## src/rtl/random_dir_gen.sv

```systemverilog
`default_nettype none
// ============================================================================
// Module      : random_dir_gen
// Description : LFSR-driven one-hot direction picker with frame hold timer,
//               blocked-direction avoidance and forced re-pick.
// Revision    : 1.0 - initial release
// ============================================================================
module random_dir_gen #(
  parameter int                NUM_DIRS    = 4,
  parameter int                LFSR_W      = 8,
  parameter logic [LFSR_W-1:0] TAPS        = 8'hB8,
  parameter logic [LFSR_W-1:0] SEED        = 8'h01,
  parameter int                HOLD_FRAMES = 32
) (
  input  logic                clk,
  input  logic                resetN,
  input  logic                enable,
  input  logic                startOfFrame,
  input  logic [NUM_DIRS-1:0] blocked,
  input  logic                force_change,
  output logic [NUM_DIRS-1:0] random_direction,
  output logic                direction_valid,
  output logic                dir_changed
);

  localparam int c_IDX_W = $clog2(NUM_DIRS);
  localparam int c_CNT_W = (HOLD_FRAMES > 1) ? $clog2(HOLD_FRAMES) : 1;
  // A zero seed would lock the LFSR at zero forever.
  localparam logic [LFSR_W-1:0] c_SEED_EFF =
    (SEED == '0) ? {{(LFSR_W-1){1'b0}}, 1'b1} : SEED;

  typedef enum logic [1:0] {
    S_IDLE  = 2'd0,
    S_PICK  = 2'd1,
    S_HOLD  = 2'd2,
    S_STUCK = 2'd3
  } state_t;

  state_t               r_state, w_state_nxt;
  logic [LFSR_W-1:0]    r_lfsr, w_lfsr_nxt;
  logic [c_CNT_W-1:0]   r_cnt, w_cnt_nxt;
  logic [NUM_DIRS-1:0]  r_dir, w_dir_nxt;
  logic                 r_valid, w_valid_nxt;
  logic                 r_chg, w_chg_nxt;

  logic [c_IDX_W-1:0]   w_cand;
  logic [c_IDX_W:0]     w_sum;
  logic [c_IDX_W-1:0]   w_sel;
  logic                 w_sel_ok;
  logic                 w_cur_blocked;

  always_comb begin
    w_lfsr_nxt = r_lfsr[0] ? ((r_lfsr >> 1) ^ TAPS) : (r_lfsr >> 1);
  end

  // Scan downward so the last hit written is the first free slot from w_cand.
  always_comb begin
    w_cand = r_lfsr[c_IDX_W-1:0];
    if ({1'b0, w_cand} >= (c_IDX_W+1)'(NUM_DIRS)) begin
      w_cand = w_cand - c_IDX_W'(NUM_DIRS);
    end
    w_sum    = '0;
    w_sel    = '0;
    w_sel_ok = 1'b0;
    for (int k = NUM_DIRS - 1; k >= 0; k--) begin
      w_sum = {1'b0, w_cand} + (c_IDX_W+1)'(k);
      if (w_sum >= (c_IDX_W+1)'(NUM_DIRS)) begin
        w_sum = w_sum - (c_IDX_W+1)'(NUM_DIRS);
      end
      if (!blocked[w_sum[c_IDX_W-1:0]]) begin
        w_sel    = w_sum[c_IDX_W-1:0];
        w_sel_ok = 1'b1;
      end
    end
  end

  assign w_cur_blocked = |(blocked & r_dir);

  always_comb begin
    w_state_nxt = r_state;
    w_cnt_nxt   = r_cnt;
    w_dir_nxt   = r_dir;
    w_valid_nxt = r_valid;
    w_chg_nxt   = 1'b0;
    if (!enable) begin
      w_state_nxt = S_IDLE;
      w_cnt_nxt   = '0;
      w_dir_nxt   = '0;
      w_valid_nxt = 1'b0;
    end else begin
      case (r_state)
        S_IDLE: w_state_nxt = S_PICK;
        S_PICK: begin
          if (w_sel_ok) begin
            w_dir_nxt   = NUM_DIRS'(1) << w_sel;
            w_valid_nxt = 1'b1;
            w_chg_nxt   = 1'b1;
            w_cnt_nxt   = c_CNT_W'(HOLD_FRAMES - 1);
            w_state_nxt = S_HOLD;
          end else begin
            w_dir_nxt   = '0;
            w_valid_nxt = 1'b0;
            w_state_nxt = S_STUCK;
          end
        end
        S_HOLD: begin
          if (w_cur_blocked || force_change) begin
            w_state_nxt = S_PICK;
          end else if (startOfFrame) begin
            if (r_cnt == '0) w_state_nxt = S_PICK;
            else             w_cnt_nxt   = r_cnt - c_CNT_W'(1);
          end
        end
        S_STUCK: begin
          if (startOfFrame) w_state_nxt = S_PICK;
        end
        default: w_state_nxt = S_IDLE;
      endcase
    end
  end

  always_ff @(posedge clk or negedge resetN) begin
    if (!resetN) begin
      r_state <= S_IDLE;
      r_lfsr  <= c_SEED_EFF;
      r_cnt   <= '0;
      r_dir   <= '0;
      r_valid <= 1'b0;
      r_chg   <= 1'b0;
    end else begin
      r_state <= w_state_nxt;
      r_lfsr  <= w_lfsr_nxt;
      r_cnt   <= w_cnt_nxt;
      r_dir   <= w_dir_nxt;
      r_valid <= w_valid_nxt;
      r_chg   <= w_chg_nxt;
    end
  end

  assign random_direction = r_dir;
  assign direction_valid  = r_valid;
  assign dir_changed      = r_chg;

endmodule
`default_nettype wire

```

## config.mk

```make
export PLATFORM = sky130hd
export DESIGN_NAME = random_dir_gen
export DESIGN_NICKNAME = d
export VERILOG_FILES = /design/src/rtl/random_dir_gen.sv
export SDC_FILE = /design/constraint.sdc
export NUM_CORES = 1
export LEC_CHECK = 0
export ABC_AREA = 0
export BUFFER_PORTS_ARGS = -buffer_cell sky130_fd_sc_hd__buf_2
export CAP_MARGIN = 20
export CORE_AREA = 3 3 53 60
export DETAILED_ROUTE_END_ITERATION = 12
export DIE_AREA = 0 0 56 63
export SETUP_SLACK_MARGIN = 0.02
export SLEW_MARGIN = 20
export SYNTH_ARGS = -nofsm -noshare
export SYNTH_HDL_FRONTEND = slang
export SYNTH_SLANG_ARGS = --single-unit
```

## constraint.sdc

```tcl
create_clock -name clk -period 2.6 [get_ports clk]
set_clock_uncertainty 0.1 [all_clocks]
set_input_delay 0.52 -clock clk [delete_from_list [all_inputs] [get_ports clk]]
set_output_delay 0.52 -clock clk [all_outputs]
set_load 0.03 [all_outputs]
```

==> results.tsv <==
stage	metric	value	unit
logic_synthesis	syn nets	110	
clock_tree	CTS tree	yes	
clock_tree	Worst-Skew Late Latency	300	ps
power_and_ir_drop	Power Dens Cells	585.7	mW/mm²
timing	minimum clock period	2159	ps
die	I/O pin count	15	
setup_path	Setup crit start kind	flip-flop	
routing	antenna viol nets, final	0	
timing	Max Fclk	463.1	MHz
logic_synthesis	simple-gate share of the synthesized area	21.20	%
clock_tree	Root Buffer	clkbuf_4	
timing	RSZ-0062 raised after global routing	no	
logic_synthesis	Async SR Flop Fraction	100.0	%
final_layout	area of the multi-input gates	499.2	µm²
final_layout	synthesis-to-layout area growth	12.93	%
routing	number of DRC markers in iteration 0	19	
die	FP Rows	20	
worst_hold_path	Hold Crit Class	in2async	
final_layout	Seq. cell area	526.8	µm²
timing	Setup Viol. Count Final	0	
grt	number of global-route vias before repair	813	
placed_design	DP HPWL	1548	µm
logic_synthesis	synthesis warning total	0	
grt	grt total ovfl	0	
logic_synthesis	main combinational cell family by area after synthesis	simple AND/OR/NAND/NOR gates	
die	Initial Utilization	38.66	%
clock_tree	post_cts resized	0	
final_layout	commonest non-fill, non-tap cell in the layout	dfrtp_1	
clock_tree	H-tree depth	1	
clock_tree	CTS Buf Count	3	
final_layout	fillcell total	263	
setup_path	CP Data Required Time	2700	ps
logic_synthesis	mean post-synth cell area	10.45	µm²
clock_tree	clk buf depth	2	
grt	global-route wire length before repair	3732	µm
setup_path	Setup CP Type	reg2reg	
routing	vias per std cell	5.413	
routing	DRT Pass-1 Iters	5	
power_and_ir_drop	IR drop worst, VDD	274.4	µV
routing	drt drc	0	
logic_synthesis	Netlist cell types	43	
logic_synthesis	Synth Area in Adders	1.198	%
logic_synthesis	ys flop type	dfrtp_1	
logic_synthesis	mux contribution to synthesized area	2.395	%
routing	final wirelength	2043	µm
timing	Worst-Margin Slew	472.5	ps
power_and_ir_drop	Lkg Pwr	0.0005656	µW
grt	largest net degree at the start of global routing	22	
timing	hold slack	51.34	ps
routing	Routed wire per std cell	13.62	µm
routing	routed vias	812	
logic_synthesis	flops & latches, synth	21	
final_layout	layout cells sized above 1	23.93	%
grt	Total GRT Usage	13.02	%
final_layout	most frequent cells in the layout	dfrtp_1, nand2_1, buf_2	
timing	final total negative setup slack	0	ps
die	die outline width	56	µm
logic_synthesis	Syn Inst Count	100	
setup_path	Worst Path Arrival	2260	ps
logic_synthesis	sequential share of the synthesized area	50.42	%
die	Die Ht	63	µm
timing	relative slew slack	68.25	%
die	Core Area	0.002703	mm²
final_layout	Diodes inserted	0	
final_layout	fin nets	128	
logic_synthesis	XOR/XNOR share of the synthesized area	2.515	%
outcome	outcome	finished, final reports clean	
logic_synthesis	EDFF count, synth	0	
timing	Final Cycle Share	83.04	%
logic_synthesis	mapped cell area	0.001045	mm²
clock_tree	CTS sink cnt	21	
placed_design	I/O Buffers	14	
die	Die ar.	0.003528	mm²
clock_tree	Post-CTS Setup Bufs	0	
placed_design	Routability Congestion	0.8457	
job	# Max-Cap Violations	0	
setup_path	CP Max Fanout	4	
final_layout	Layout Utilization	43.66	%
clock_tree	clock transition at the registers of the reported paths	120	ps
clock_tree	Hold-fix buffers, CTS	0	
grt	initial antenna violation count	0	
timing	Fin. Hold Viols	0	
logic_synthesis	Synth Area in Compound Gates	20.48	%
timing	Final Max Tran Viols	0	
setup_path	Crit. End Element	flip-flop	
cells in the mapped netlist (2+ instances only):
cell type | n | area, µm²
nand2_1 | 14 | 52.55
dfrtp_1 | 20 | 500.5
nor2_1 | 5 | 18.77
nor2b_1 | 2 | 12.51
xor2_1 | 3 | 26.28
nor3_1 | 4 | 20.02
nand2b_1 | 2 | 12.51
inv_1 | 4 | 15.01
a32oi_1 | 2 | 17.52
a21oi_1 | 5 | 25.02
o21ai_0 | 6 | 30.03
o31ai_1 | 2 | 15.01
stage by stage:
stage	power, µW	std cells	instance area [µm²]	setup slack [ps]
floorplan	493.0	100	1045	585.8
global placement	541.3	146	1152	435.0
detailed placement	543.1	146	1152	407.0
CTS	699.2	150	1180	440.3
global route	741.3	150	1180	345.2
finish	691.1	150	1180	440.9
layout make-up:
class                           count  area share (%)
Sequential cell                    21           44.64
Multi-Input combinational cell     74           42.31
Timing Repair Buffer               14           5.939
Tap cell                           33           3.499
Clock buffer                        3           1.909
Inverter                            4           1.273
Clock inverter                      1          0.4242
state kept, by name, summed over array words and instances (netlist names):
| name | flops |
|---|---|
| direction_valid | 1 |
| r_lfsr | 8 |
| r_state | 2 |
| r_cnt | 5 |
| random_direction | 4 |
| dir_changed | 1 |
worst max-delay path, stage by stage, from the launching register on:
cell      delay [ps]
dfrtp_1          400
inv_1             90
ha_1             200
or4b_4           500
a211oi_4         330
nor3_2           120
mux2_4           310
final timing paths:
check / startpoint / depth (start not counted) / to / slack, ps
min in group clk: r_lfsr[2] / 0 / r_lfsr[1] / 260
max in group asynchronous: resetN / 1 / r_lfsr[0] / 2010
setup / recovery: r_cnt[0] / 6 / r_cnt[1] / 440
setup reg to reg: r_cnt[0] / 6 / r_cnt[1] / 440
hold / removal: resetN / 1 / r_lfsr[2] / 50
hold reg to reg: r_lfsr[2] / 0 / r_lfsr[1] / 260
power by group:
group	internal [µW]	switching [µW]
clock network	57.2	98.0
logic	63.8	89.9
registers	354	28.2
total	475	216
kinds of logic after synthesis:
family / after synthesis
AOI/OAI and AO/OA: 28
xor gates and xnor gates: 3
adders and majority gates: 1
buffers and inverters: 5
DFF: 21
muxes: 2
and+or+nand+nor: 40
metal layers:
metal	global-route usage, %	up-vias	wire length [µm]
li1	-	398	-
met1	17.47	394	988
met2	21.20	18	946
met3	2.066	2	91
met4	4.451	0	17
met5	0	-	0
Power figures use the tool's default switching activity.
